<file path="src/rtl/weight_buf_writer_if.sv">
// Byte-stream handshake into the weight buffer writer.
// The master drives bytes with valid/last; the slave answers with ready.
interface weight_buf_writer_if #(
   parameter int BYTE_W = 8
);
   logic              s_valid;
   logic              s_ready;
   logic [BYTE_W-1:0] s_data;
   logic              s_last;

   modport master (
      output s_valid,
      output s_data,
      output s_last,
      input  s_ready
   );

   modport slave (
      input  s_valid,
      input  s_data,
      input  s_last,
      output s_ready
   );
endinterface

</file>
<file path="src/rtl/weight_buf_writer.sv">
// Packs a weight byte stream into 72-bit kernel words and writes them round-robin across the banks.
// Optional feature macro WEIGHT_WR_ZEROPAD_EN: a word cut short by s_last is zero-padded and written.
module weight_buf_writer #(
   parameter int BYTE_W       = 8,
   parameter int KERNEL_WIDTH = 9 * BYTE_W,
   parameter int NUM_BANK     = 4,
   parameter int ADDR_W       = 10,
   parameter int WCNT_W       = 12
) (
   input  logic                    clk,
   input  logic                    rstn,
   input  logic                    i_start,
   input  logic [WCNT_W:0]         i_num_words,
   weight_buf_writer_if.slave      s,
   output logic [NUM_BANK-1:0]     o_we,
   output logic [ADDR_W-1:0]       o_addr,
   output logic [KERNEL_WIDTH-1:0] o_wdata,
   output logic                    o_busy,
   output logic                    o_done,
   output logic                    o_err
);

   localparam int BYTES_PER_WORD = KERNEL_WIDTH / BYTE_W;
   localparam int BCNT_W         = $clog2(BYTES_PER_WORD);
   localparam int BANK_W         = (NUM_BANK > 1) ? $clog2(NUM_BANK) : 1;

   localparam logic [BCNT_W-1:0] LAST_BYTE = BCNT_W'(BYTES_PER_WORD - 1);
   localparam logic [BCNT_W-1:0] BCNT_ONE  = BCNT_W'(1);
   localparam logic [BANK_W-1:0] LAST_BANK = BANK_W'(NUM_BANK - 1);
   localparam logic [BANK_W-1:0] BANK_ONE  = BANK_W'(1);
   localparam logic [ADDR_W-1:0] ADDR_ONE  = ADDR_W'(1);
   localparam logic [WCNT_W-1:0] WCNT_ONE  = WCNT_W'(1);
   localparam logic [WCNT_W:0]   NUM_ONE   = (WCNT_W + 1)'(1);
   localparam logic [WCNT_W:0]   MAX_WORDS = (WCNT_W + 1)'(NUM_BANK * (2 ** ADDR_W));

   typedef enum logic [1:0] {
      ST_IDLE = 2'd0,
      ST_LOAD = 2'd1,
      ST_DONE = 2'd2
   } state_t;

   // A request larger than the buffer is saturated to its full capacity.
   function automatic logic [WCNT_W:0] clamp_words(input logic [WCNT_W:0] n);
      return (n > MAX_WORDS) ? MAX_WORDS : n;
   endfunction

   state_t                  state_q;
   logic [WCNT_W:0]         num_words_q;
   logic [WCNT_W-1:0]       word_cnt_q;
   logic [BCNT_W-1:0]       byte_cnt_q;
   logic [BANK_W-1:0]       bank_q;
   logic [ADDR_W-1:0]       addr_q;
   logic [KERNEL_WIDTH-1:0] pack_q;
   logic                    ready_q;
   logic                    busy_q;
   logic                    done_q;
   logic                    err_q;
   logic [NUM_BANK-1:0]     we_q;
   logic [ADDR_W-1:0]       waddr_q;
   logic [KERNEL_WIDTH-1:0] wdata_q;

   logic                    accept;
   logic                    final_word;
   logic [KERNEL_WIDTH-1:0] pack_d;
   logic [NUM_BANK-1:0]     we_d;
   logic [BANK_W-1:0]       bank_d;
   logic [ADDR_W-1:0]       addr_d;
   logic [WCNT_W-1:0]       word_cnt_d;

   always_comb begin
      accept     = s.s_valid & ready_q;
      final_word = (({1'b0, word_cnt_q} + NUM_ONE) == num_words_q);
      // Bytes above byte_cnt are zero because pack_q is cleared between words.
      pack_d = pack_q;
      pack_d[byte_cnt_q * BYTE_W +: BYTE_W] = s.s_data;
      we_d         = '0;
      we_d[bank_q] = 1'b1;
      bank_d     = (bank_q == LAST_BANK) ? '0 : bank_q + BANK_ONE;
      addr_d     = (bank_q == LAST_BANK) ? addr_q + ADDR_ONE : addr_q;
      word_cnt_d = word_cnt_q + WCNT_ONE;
   end

   always_ff @(posedge clk or negedge rstn) begin
      if (!rstn) begin
         state_q     <= ST_IDLE;
         num_words_q <= '0;
         word_cnt_q  <= '0;
         byte_cnt_q  <= '0;
         bank_q      <= '0;
         addr_q      <= '0;
         pack_q      <= '0;
         ready_q     <= 1'b0;
         busy_q      <= 1'b0;
         done_q      <= 1'b0;
         err_q       <= 1'b0;
         we_q        <= '0;
         waddr_q     <= '0;
         wdata_q     <= '0;
      end else begin
         we_q   <= '0;
         done_q <= 1'b0;
         case (state_q)
            ST_IDLE: begin
               if (i_start) begin
                  num_words_q <= clamp_words(i_num_words);
                  err_q       <= (i_num_words > MAX_WORDS);
                  word_cnt_q  <= '0;
                  byte_cnt_q  <= '0;
                  bank_q      <= '0;
                  addr_q      <= '0;
                  pack_q      <= '0;
                  busy_q      <= 1'b1;
                  if (i_num_words == '0) begin
                     state_q <= ST_DONE;
                     done_q  <= 1'b1;
                  end else begin
                     state_q <= ST_LOAD;
                     ready_q <= 1'b1;
                  end
               end
            end

            ST_LOAD: begin
               if (accept) begin
                  if (byte_cnt_q == LAST_BYTE) begin
                     we_q       <= we_d;
                     waddr_q    <= addr_q;
                     wdata_q    <= pack_d;
                     bank_q     <= bank_d;
                     addr_q     <= addr_d;
                     word_cnt_q <= word_cnt_d;
                     byte_cnt_q <= '0;
                     pack_q     <= '0;
                     // Stop on either the counted last word or s_last; they must agree.
                     if (final_word || s.s_last) begin
                        state_q <= ST_DONE;
                        ready_q <= 1'b0;
                        done_q  <= 1'b1;
                        err_q   <= err_q | (final_word ^ s.s_last);
                     end
                  end else if (s.s_last) begin
`ifdef WEIGHT_WR_ZEROPAD_EN
                     we_q       <= we_d;
                     waddr_q    <= addr_q;
                     wdata_q    <= pack_d;
                     bank_q     <= bank_d;
                     addr_q     <= addr_d;
                     word_cnt_q <= word_cnt_d;
`endif
                     byte_cnt_q <= '0;
                     pack_q     <= '0;
                     state_q    <= ST_DONE;
                     ready_q    <= 1'b0;
                     done_q     <= 1'b1;
                     err_q      <= 1'b1;
                  end else begin
                     pack_q     <= pack_d;
                     byte_cnt_q <= byte_cnt_q + BCNT_ONE;
                  end
               end
            end

            default: begin
               state_q <= ST_IDLE;
               ready_q <= 1'b0;
               busy_q  <= 1'b0;
            end
         endcase
      end
   end

   assign s.s_ready = ready_q;
   assign o_we      = we_q;
   assign o_addr    = waddr_q;
   assign o_wdata   = wdata_q;
   assign o_busy    = busy_q;
   assign o_done    = done_q;
   assign o_err     = err_q;

endmodule

</file>
<file path="src/flat_wrapper.sv">
// flat-port wrapper written by rule: the top's interface ports become plain ports
module weight_buf_writer_flat 
#(
   parameter int BYTE_W       = 8,
   parameter int KERNEL_WIDTH = 9 * BYTE_W,
   parameter int NUM_BANK     = 4,
   parameter int ADDR_W       = 10,
   parameter int WCNT_W       = 12
)
  (clk, rstn, i_start, i_num_words, o_we, o_addr, o_wdata, o_busy, o_done, o_err, s_s_valid, s_s_data, s_s_last, s_s_ready);
  weight_buf_writer_if #(.BYTE_W(BYTE_W)) s_i ();
  input  logic clk;
  input  logic rstn;
  input  logic i_start;
  input  logic [WCNT_W:0] i_num_words;
  output logic [NUM_BANK-1:0] o_we;
  output logic [ADDR_W-1:0] o_addr;
  output logic [KERNEL_WIDTH-1:0] o_wdata;
  output logic o_busy;
  output logic o_done;
  output logic o_err;
  input wire logic [$bits(s_i.s_valid)-1:0] s_s_valid;
  input wire logic [$bits(s_i.s_data)-1:0] s_s_data;
  input wire logic [$bits(s_i.s_last)-1:0] s_s_last;
  output wire logic [$bits(s_i.s_ready)-1:0] s_s_ready;
  assign s_i.s_valid = s_s_valid;
  assign s_i.s_data = s_s_data;
  assign s_i.s_last = s_s_last;
  assign s_s_ready = s_i.s_ready;
  weight_buf_writer #(.BYTE_W(BYTE_W), .KERNEL_WIDTH(KERNEL_WIDTH), .NUM_BANK(NUM_BANK), .ADDR_W(ADDR_W), .WCNT_W(WCNT_W)) u_core (.clk(clk), .rstn(rstn), .i_start(i_start), .i_num_words(i_num_words), .s(s_i), .o_we(o_we), .o_addr(o_addr), .o_wdata(o_wdata), .o_busy(o_busy), .o_done(o_done), .o_err(o_err));
endmodule
</file>
<file path="config.mk">
export PLATFORM = sky130hd
export DESIGN_NAME = weight_buf_writer_flat
export DESIGN_NICKNAME = d
export VERILOG_FILES = /design/src/rtl/weight_buf_writer_if.sv /design/src/rtl/weight_buf_writer.sv /design/src/flat_wrapper.sv
export SDC_FILE = /design/constraint.sdc
export NUM_CORES = 1
export LEC_CHECK = 0
export BUFFER_PORTS_ARGS = -buffer_cell sky130_fd_sc_hd__buf_2
export CAP_MARGIN = 10
export CORE_MARGIN = 1
export CORE_UTILIZATION = 40
export DETAILED_ROUTE_END_ITERATION = 8
export GPL_TIMING_DRIVEN = 1
export SYNTH_ARGS = -nofsm -noshare
export SYNTH_HDL_FRONTEND = slang
export SYNTH_SLANG_ARGS = --single-unit
</file>
<file path="constraint.sdc">
create_clock -name clk -period 3.52 [get_ports clk]
set_input_delay 0.176 -clock clk [delete_from_list [all_inputs] [get_ports clk]]
set_output_delay 0.176 -clock clk [all_outputs]
set_load 0.01 [all_outputs]
</file>
==> flow_summary.yaml, run 1 <==
logic_synthesis:
  synth.most_common_cell: "dfrtp_1"
  netlist_top_cells_count: "dfrtp_1 (205), nand2_1 (198), o21ai_0 (81), mux2i_1 (58), nor2_1 (34)"
  synth_area_per_cell_um2: 10.3
  synth_nets: 970
  yosys.area.top_type: "dfrtp_1"
  synthDominantCellAreaShare_pct: 53.5
  ys.flop_type: "dfrtp_1"
  yosys_warnings: 0
  ys_types: 59
  yosysSeqAreaShare_pct: 53.5
  synthCells: 933
  ys_ff_latch: 205
  synth_area_mm2: 0.00959
  synth_edf_count: 0
  async_reset_ff_share_pct: 100
  synth_area_leaders: "dfrtp_1 (54%), nand2_1 (7.8%), mux2i_1 (6.1%)"
place:
  portBuffers: 115
  dp_cells: 1323
  gp_congestion: 0.852
  dpl-instance-area_mm2: 0.0104
  hpwl_mm: 15.5
  place_ws_ns: 0.743
floorplan:
  initial_core_util_pct: 40.8
  die_height_um: 157
  core_area_mm2: 0.0235
  placement_rows: 56
  boundaryPins: 116
  dieArea_mm2: 0.0246
  die_w_um: 157
routing:
  wl_per_cell_um: 16.8
  ant_nets: 0
  vias: 7088
  viasPerCell: 5.15
  drtIter0Drc: 459
  drt_first_pass_iters: 4
  drt-total-wl_mm: 23.1
  drc: 0
timing:
  max_freq_ghz: 0.356
  fin_ws_ns: 0.708
  relSlewSlack_pct: 43.9
  skew_ns: 0.0137
  finalSetupViolCount: 0
  period_needed_ns: 2.81
  final-max-slew-violation-count: 0
  period_share_pct: 79.9
  tightest_slew_ns: 0.839
  tns_ns: 0
  rsz0062_at_grt: "no"
  hold_viol_final: 0
final_layout:
  syn_to_final_growth_pct: 16.7
  layout.cells.non_filler: 1375
  diodes: 0
  layout-drive-gt1-share_pct: 17.9
  fin_nets: 1080
  design_area_mm2: 0.0112
  regArea_mm2: 0.00513
  final.fill_count: 2221
  multi_input_area_mm2: 0.00409
hold_path:
  hp-class: "in2reg"
clocking:
  cts-root-buf: "clkbuf_16"
  cts_resized: 0
  cts_buffers: 22
  clock_path_buffers: 3
  cts_max_level: 1
  cts_sinks: 205
  postCtsSetupRepairBufs: 0
  clkTransAtPathRegs_ns: 0.06
  cts_tree: "yes"
  clk_latency_ns: 0.51
global_routing:
  gr-total-overflow: 0
  grt_usage_pct: 19.2
  antenna_found_initial: 0
  grt_max_degree: 89
  grt_pass1_vias: 6941
  grt_pass1_wl_mm: 37.4
worst_setup_path:
  max_stage_delay_ns: 0.51
  cp_max_fo: 6
  worst_ep_required_time_ns: 3.97
  path_class: "reg2reg"
  slowest_stage: "or4_1"
  worstPathArrival_ns: 3.26
  crit_path_frequent_cell: "nand4_1"
  endpoint_kind: "flip-flop"
  start_kind: "flip-flop"
  crit_chain: "ha_1 -> nand4_1 -> nor2_1 -> or4_1 -> a31oi_1 -> nand4_1 -> ha_1 -> mux2i_1 -> nand4_1 -> a21oi_1 -> o21ba_2"
power_and_ir_drop:
  leakagePower_nw: 5.30
  clock_power_share_pct: 34.7
  combPwrFrac_pct: 23.1
  p_total_mw: 6.41
  p_sw_share_pct: 31.9
  power_density_mw_per_mm2: 573
  seqPwrFrac_pct: 42.2
  vdd_drop_max_uv: 266
  switching_power_mw: 2.04
  internal_power_mw: 4.37
job:
  cap_viol_max_count: 0
outcome:
  status: "complete, no violations"
==> cells by family after synthesis <==
group | count (synthesis) | synth area share, %
XOR/XNOR | 24 | 2.19
flip-flops | 205 | 53.5
adder cells (fa/ha/maj) | 11 | 1.44
multiplexers | 58 | 6.06
AND/OR/NAND/NOR | 356 | 18.1
AO/OA/AOI/OAI | 213 | 14.7
buffers and inverters | 66 | 4.01
==> power groups by stage <==
stage	Combinational, mW	Clock, mW	Sequential [mW]
after global placement	1.46	0	2.74
final	1.48	2.23	2.71
after CTS	1.49	2.28	2.71
after global routing	1.64	2.36	2.73
after floorplan	1.12	0	2.68
after detailed placement	1.47	0	2.75
==> critical path: cells and delay by family (launching register included) <==
family                   cells  cell delay [ns]
flip-flops                   1             0.43
AND/OR/NAND/NOR              5             1.18
AO/OA/AOI/OAI                3             0.48
adder cells (fa/ha/maj)      2             0.50
multiplexers                 1             0.17
==> metrics by stage <==
stage / util, % / hold WS (ns)
floorplan: - / -0.120
global placement: 44.1 / 0.296
detailed placement: 44.1 / 0.300
CTS: 47.7 / 0.0428
global route: 47.7 / 0.0692
finish: 47.7 / 0.0693
==> per-layer routing <==
layer	vias to the layer above	global-route usage (%)	wire, um
met3	29	2.66	1010
met4	0	5.42	441
met1	3433	26.7	10900
met5	-	0	0
li1	3502	-	-
met2	124	31.3	10800
==> flip-flops by register name (all words and copies together), names as in the netlist, 2 cells and up <==
register,flops
u_core.o_wdata,72
u_core.pack_q,72
u_core.num_words_q,13
u_core.word_cnt_q,12
u_core.addr_q,10
u_core.o_addr,10
u_core.byte_cnt_q,4
u_core.o_we,4
u_core.bank_q,2
u_core.state_q,2
==> path summary, 6_finish.rpt <==
check                           slack, ns  depth (start not counted)                  to            startpoint
max in group asynchronous            2.36                          3  u_core.o_wdata[45]                  rstn
worst max register to register       0.71                         11        u_core.o_err  u_core.word_cnt_q[0]
min in group asynchronous            0.29                          2  u_core.o_wdata[28]                  rstn
worst min-delay path                 0.07                          3   u_core.pack_q[47]           s_s_data[7]
worst max-delay path                 0.71                         11        u_core.o_err  u_core.word_cnt_q[0]
worst min register to register       0.47                          2    u_core.o_addr[6]      u_core.o_addr[6]
==> area by class of cell <==
| class | instances | share of cell area (%) |
|---|---|---|
| tap | 319 | 3.57 |
| clock inverter | 6 | 0.526 |
| multi-input combinational | 662 | 36.5 |
| timing repair buffer | 143 | 7.66 |
| inverter | 9 | 0.302 |
| clock buffer | 31 | 5.59 |
| sequential | 205 | 45.8 |
==> cells in the final DEF (no fill, tap or decap), types with 8 or more instances in the layout <==
master	Yosys	routed
a31oi_1	13	13
a21oi_1	8	8
nand3_1	19	19
nand2b_1	12	12
mux2i_1	58	58
inv_1	9	9
nand2_1	198	198
dfrtp_1	205	205
xor2_1	13	13
and2_1	19	19
xnor2_1	11	11
nand4_1	12	12
ha_1	11	11
a32o_1	15	15
a22o_1	25	25
o21ai_1	31	31
buf_2	11	114
o2bb2ai_1	18	18
buf_4	4	11
clkbuf_16	0	23
nor2_1	34	34
o21ai_0	81	81
and3_1	14	14
dlygate4sd3_1	0	15
==> repair_timing <==
| item | CTS | global route |
|---|---|---|
| hold buffers | 15 | 0 |
| hold endpoints to repair | 98 | 0 |
| endpoints found under the setup margin | 0 | 0 |
No activity file was read; power rests on OpenSTA's default activity.
==> inputs of run 2 (changes only) <==
==> constraint.sdc (replaced) <==
create_clock -name clk -period 2.4 [get_ports clk]
set_input_delay 0.12 -clock clk [delete_from_list [all_inputs] [get_ports clk]]
set_output_delay 0.12 -clock clk [all_outputs]
set_load 0.01 [all_outputs]
==> run 2 against run 1 <==
Net effect:
- the run now ends with negative setup slack left
- clock-buffer cell count increased by 3
- die area unchanged
- global-route usage increased by 0.79 points
- via count increased by 4.5%
- critical path depth unchanged
- setup slack got worse by 0.87 ns
- final cell count increased by 3.6%
- power increased by 58%
==> flow_summary.yaml, run 2 (synthesis gave the netlist of run 1 again) <==
clocking:
  clk_latency_ns: 0.52
  cts_max_level: 1
  clkTransAtPathRegs_ns: 0.06
  cts-root-buf: "clkbuf_16"
  cts_buffers: 24
  cts_sinks: 205
  clock_path_buffers: 3
  cts_tree: "yes"
global_routing:
  grt_pass1_vias: 7083
  grt_pass1_wl_mm: 38.7
  gr-total-overflow: 0
  grt_usage_pct: 20.0
  grt_max_degree: 82
  antenna_found_initial: 0
worst_setup_path:
  startpoint: "u_core.word_cnt_q[0]"
  ff2ff_setup_slack_ns: -0.16
  slowest_stage: "or4_1"
  crit_chain: "ha_4 -> nand4_1 -> nor2_2 -> or4_1 -> a31oi_1 -> nand4_1 -> ha_2 -> mux2i_2 -> nand4_1 -> a21oi_2 -> o21ba_2"
  crit_path_frequent_cell: "nand4_1"
  max_stage_delay_ns: 0.49
  r2r_cells: 11
  path_buf_inv: 0
  worstPathArrival_ns: 3.01
  crit_end: "u_core.o_err"
  crit_family: "simple AND/OR/NAND/NOR gates"
  cp.depth: 11
  path_class: "reg2reg"
  start_kind: "flip-flop"
  rr_endpoint: "u_core.o_err"
  endpoint_kind: "flip-flop"
  worst_ep_required_time_ns: 2.85
  worstReg2RegStart: "u_core.word_cnt_q[0]"
  cp_max_fo: 5
routing:
  wl_met2_mm: 11.3
  drt_first_pass_iters: 5
  wl_met1_mm: 11.5
  drt-total-wl_mm: 24.1
  wl_met3_um: 869
  ant_nets: 0
  vias: 7404
  drc: 0
  wl_per_cell_um: 16.9
  viasPerCell: 5.20
  top_layer: "met4"
  drtIter0Drc: 473
timing:
  skew_ns: 0.0168
  tightest_slew_ns: 0.871
  period_needed_ns: 2.56
  rsz0062_at_grt: "yes"
  hold_viol_final: 0
  final-max-slew-violation-count: 0
  relSlewSlack_pct: 41.7
  finalSetupViolCount: 5
  hold_slack_ns: 0.0110
  period_share_pct: 107
  fin_ws_ns: -0.165
  max_freq_ghz: 0.390
place:
  portBuffers: 115
  hpwl_mm: 16.0
  gp_congestion: 0.822
final_layout:
  layout_commonest_cell: "dfrtp_1"
  syn_to_final_growth_pct: 22.6
  layout-drive-gt1-share_pct: 22.7
  fin_nets: 1128
  diodes: 0
  layout_common_cells: "dfrtp_1 (203), nand2_1 (196), buf_2 (114)"
  fin_util_pct: 50.1
outcome:
  violations: "negative setup slack"
  status: "finished with violations"
power_and_ir_drop:
  power_density_mw_per_mm2: 859
  vdd_drop_max_uv: 690
  p_total_mw: 10.1
  leakagePower_nw: 5.59
floorplan:
  placement_rows: 56
  dieArea_mm2: 0.0246
  die_w_um: 157
  die_height_um: 157
  boundaryPins: 116
  core_area_mm2: 0.0235
  initial_core_util_pct: 40.8
job:
  cap_viol_max_count: 0
hold_path:
  hold_depth: 3
  hp-class: "in2reg"
-- run 2: cell types whose count changed in the layout (fill, tap and decap cells not counted), sizes merged --
cell,previous run,this run
buf,127,172
clkbuf,32,35
clkinvlp,0,1
clkinv,5,3
bufinv,1,3
dlygate4sd3,15,16
-- run 2: how the worst min path moves through the flow --
stage          slack (ns)                 end        start
5_1_grt              0.04   u_core.pack_q[58]  s_s_data[2]
3_5_place_dp         0.16  u_core.o_wdata[45]         rstn
3_3_place_gp         0.16  u_core.o_wdata[45]         rstn
4_1_cts             0.006    u_core.pack_q[0]  s_s_data[0]
6_report             0.01    u_core.pack_q[0]  s_s_data[0]
2_1_floorplan       -0.18    u_core.addr_q[0]         rstn
-- run 2: tightest hold or removal path: stages --
cell     delay [ns]
buf_2          0.20
nand2_1        0.08
o21ai_0        0.08
-- run 2: timing repair --
action,CTS,global route
setup buffers,3,1
hold endpoints to repair,78,0
gates resized for setup,8,6
pin swaps,5,4
hold buffers,16,0
setup endpoints to repair,8,24
-- run 2: where the power goes --
part	internal (mW)	switching, mW
clock network	2.25	1.41
registers	3.69	0.255
logic	1.02	1.48
total	6.96	3.14
-- run 2: stage by stage --
stage	instance area [um^2]	setup slack, ns	setup TNS, ns	std cells
floorplan	9610	-0.00457	-0.00457	933
global placement	10700	-0.163	-0.670	1364
detailed placement	10700	-0.221	-0.810	1364
CTS	11700	-0.155	-0.533	1424
global route	11800	-0.350	-1.48	1425
finish	11800	-0.165	-0.605	1425
-- run 2: cell type report --
cell class,count,area (um^2)
clock buffers,34,669
repair buffers,189,1270
inverters,9,33.8
fillers,2175,11700
clock inverters,7,113
well taps,319,399
multi-input cells,662,4140
flip-flops and latches,205,5130
-- run 2: routing by layer --
metal  up-vias  global-route usage (%)
met5         -                       0
met4         0                    4.76
met3        25                    2.74
met2       126                    32.5
met1      3653                    28.2
li1       3600                       -
==> inputs of run 3 (changes only) <==
--- a/config.mk
+++ b/config.mk
@@ -6,11 +6,12 @@
 export NUM_CORES = 1
 export LEC_CHECK = 0
 export BUFFER_PORTS_ARGS = -buffer_cell sky130_fd_sc_hd__buf_2
-export CAP_MARGIN = 10
+export CAP_MARGIN = 5
 export CORE_MARGIN = 1
 export CORE_UTILIZATION = 40
 export DETAILED_ROUTE_END_ITERATION = 8
 export GPL_TIMING_DRIVEN = 1
+export REMOVE_ABC_BUFFERS = 1
 export SYNTH_ARGS = -nofsm -noshare
 export SYNTH_HDL_FRONTEND = slang
 export SYNTH_SLANG_ARGS = --single-unit
==> run 3 against run 2 <==
Net effect:
- the flow still finishes with violations (negative setup slack)
- via count increased by 0.55%
- die area is the same
- global-route usage shrank 0.091 points
- sequential share of layout area hardly changed
- maximum frequency up 0.78%
- final cell count rose by 0.21%
- first-iteration DRC count fell by 19%
- clock skew grew 0.00068 ns
- largest cell class unchanged
- largest power group unchanged
- highest routed layer unchanged
==> flow_summary.yaml, run 3 (synthesis gave the netlist of run 1 again) <==
outcome:
  status: "finished with violations"
  violations: "negative setup slack"
global_routing:
  grt_pass1_wl_mm: 38.8
  grt_usage_pct: 19.9
  grt_max_degree: 87
  gr-total-overflow: 0
  grt_pass1_vias: 7249
  antenna_found_initial: 0
clocking:
  cts_max_level: 1
  clk_latency_ns: 0.53
  clock_path_buffers: 3
  clkTransAtPathRegs_ns: 0.06
  cts_buffers: 24
  cts_tree: "yes"
  cts-root-buf: "clkbuf_16"
  cts_sinks: 205
timing:
  fin_ws_ns: -0.145
  rsz0062_at_grt: "yes"
  relSlewSlack_pct: 36.9
  period_share_pct: 106
  max_freq_ghz: 0.393
  final-max-slew-violation-count: 0
  skew_ns: 0.0175
  period_needed_ns: 2.55
  finalSetupViolCount: 3
  tightest_slew_ns: 0.944
  hold_slack_ns: 0.0282
  hold_viol_final: 0
  tns_ns: -0.340
worst_setup_path:
  cp_max_fo: 4
  crit_path_frequent_cell: "nand4_1"
  start_kind: "flip-flop"
  slowest_stage: "or4_1"
  max_stage_delay_ns: 0.49
  worstPathArrival_ns: 3.01
  worst_ep_required_time_ns: 2.86
  path_class: "reg2reg"
  endpoint_kind: "flip-flop"
  r2r_cells: 11
  crit_chain: "ha_4 -> nand4_1 -> nor2_2 -> or4_1 -> a31oi_1 -> nand4_1 -> ha_2 -> mux2i_2 -> nand4_1 -> a21oi_1 -> o21ba_2"
power_and_ir_drop:
  power_density_mw_per_mm2: 847
  vdd_drop_max_uv: 507
  p_total_mw: 9.96
  leakagePower_nw: 5.60
final_layout:
  regArea_mm2: 0.00513
  final.fill_count: 2187
  syn_to_final_growth_pct: 22.6
  multi_input_area_mm2: 0.00417
  layout.cells.non_filler: 1428
  diodes: 0
  fin_nets: 1130
  layout_commonest_cell: "dfrtp_1"
  layout_common_cells: "dfrtp_1 (204), nand2_1 (198), buf_2 (114)"
  layout-drive-gt1-share_pct: 22.6
place:
  gp_congestion: 0.868
  dp_cells: 1362
  hpwl_mm: 15.5
  portBuffers: 115
routing:
  drt_first_pass_iters: 5
  ant_nets: 0
  drt-total-wl_mm: 23.7
  drtIter0Drc: 383
  viasPerCell: 5.21
  vias: 7445
  wl_per_cell_um: 16.6
  drc: 0
floorplan:
  die_w_um: 157
  dieArea_mm2: 0.0246
  placement_rows: 56
  initial_core_util_pct: 40.8
  boundaryPins: 116
  die_height_um: 157
  core_area_mm2: 0.0235
hold_path:
  hold_depth: 3
  hp-class: "in2reg"
job:
  cap_viol_max_count: 0
[run 3: cell count changes in the layout (fill, tap and decap cells not counted), sizes merged]
| cell | delta |
|---|---|
| inv | +2 |
| bufinv | -3 |
| dlygate4sd3 | +5 |
| clkinv | +1 |
| buf | -3 |
| clkbuf | +1 |
[run 3: routing by layer]
metal	vias up	wire [um]	global-route usage (%)
li1	3615	-	-
met1	3621	11100	28.1
met2	170	11000	31.8
met3	39	1080	3.18
met4	0	484	5.00
met5	-	0	0
[run 3: final timing paths]
check	to	from	slack, ns
worst min-delay path	u_core.pack_q[6]	s_s_data[6]	0.03
max in group asynchronous	u_core.o_wdata[19]	rstn	1.62
min in group asynchronous	u_core.num_words_q[9]	rstn	0.09
worst max register to register	u_core.o_err	u_core.word_cnt_q[0]	-0.15
worst max-delay path	u_core.o_err	u_core.word_cnt_q[0]	-0.15
worst min register to register	u_core.o_wdata[23]	u_core.o_wdata[23]	0.47
[run 3: worst max-delay path: cells and delay by family (launching register included)]
kind / cells / cell delay (ns)
compound gates: 3 / 0.46
fa+ha+maj: 2 / 0.41
flops: 1 / 0.43
mux: 1 / 0.17
simple gates: 5 / 1.03
[run 3: power by group]
| part | total [mW] | internal [mW] | switching [mW] |
|---|---|---|---|
| clock network | 3.47 | 2.02 | 1.46 |
| logic | 2.54 | 1.04 | 1.50 |
| registers | 3.94 | 3.69 | 0.250 |
[run 3: area by class of cell]
type	instances	share of cell area (%)
timing repair buffer	191	10.7
sequential	205	43.6
clock inverter	7	0.617
clock buffer	35	5.89
inverter	9	0.287
multi-input combinational	662	35.5
tap	319	3.40
[run 3: per-stage QoR]
step,area [um^2],worst slack [ns],util [%]
floorplan,9240,-1.35,-
global placement,10700,-0.165,45.5
detailed placement,10700,-0.198,45.5
CTS,11700,-0.114,49.8
global route,11800,-0.313,50.1
finish,11800,-0.145,50.1
[run 3: what timing repair did]
action | 4_1_cts | 5_1_grt
endpoints found under the setup margin | 5 | 27
setup buffers | 3 | 0
pin swaps | 4 | 2
cloned | 0 | 0
endpoints found under the hold margin | 232 | 0
gates resized for setup | 5 | 13
hold buffers | 21 | 0
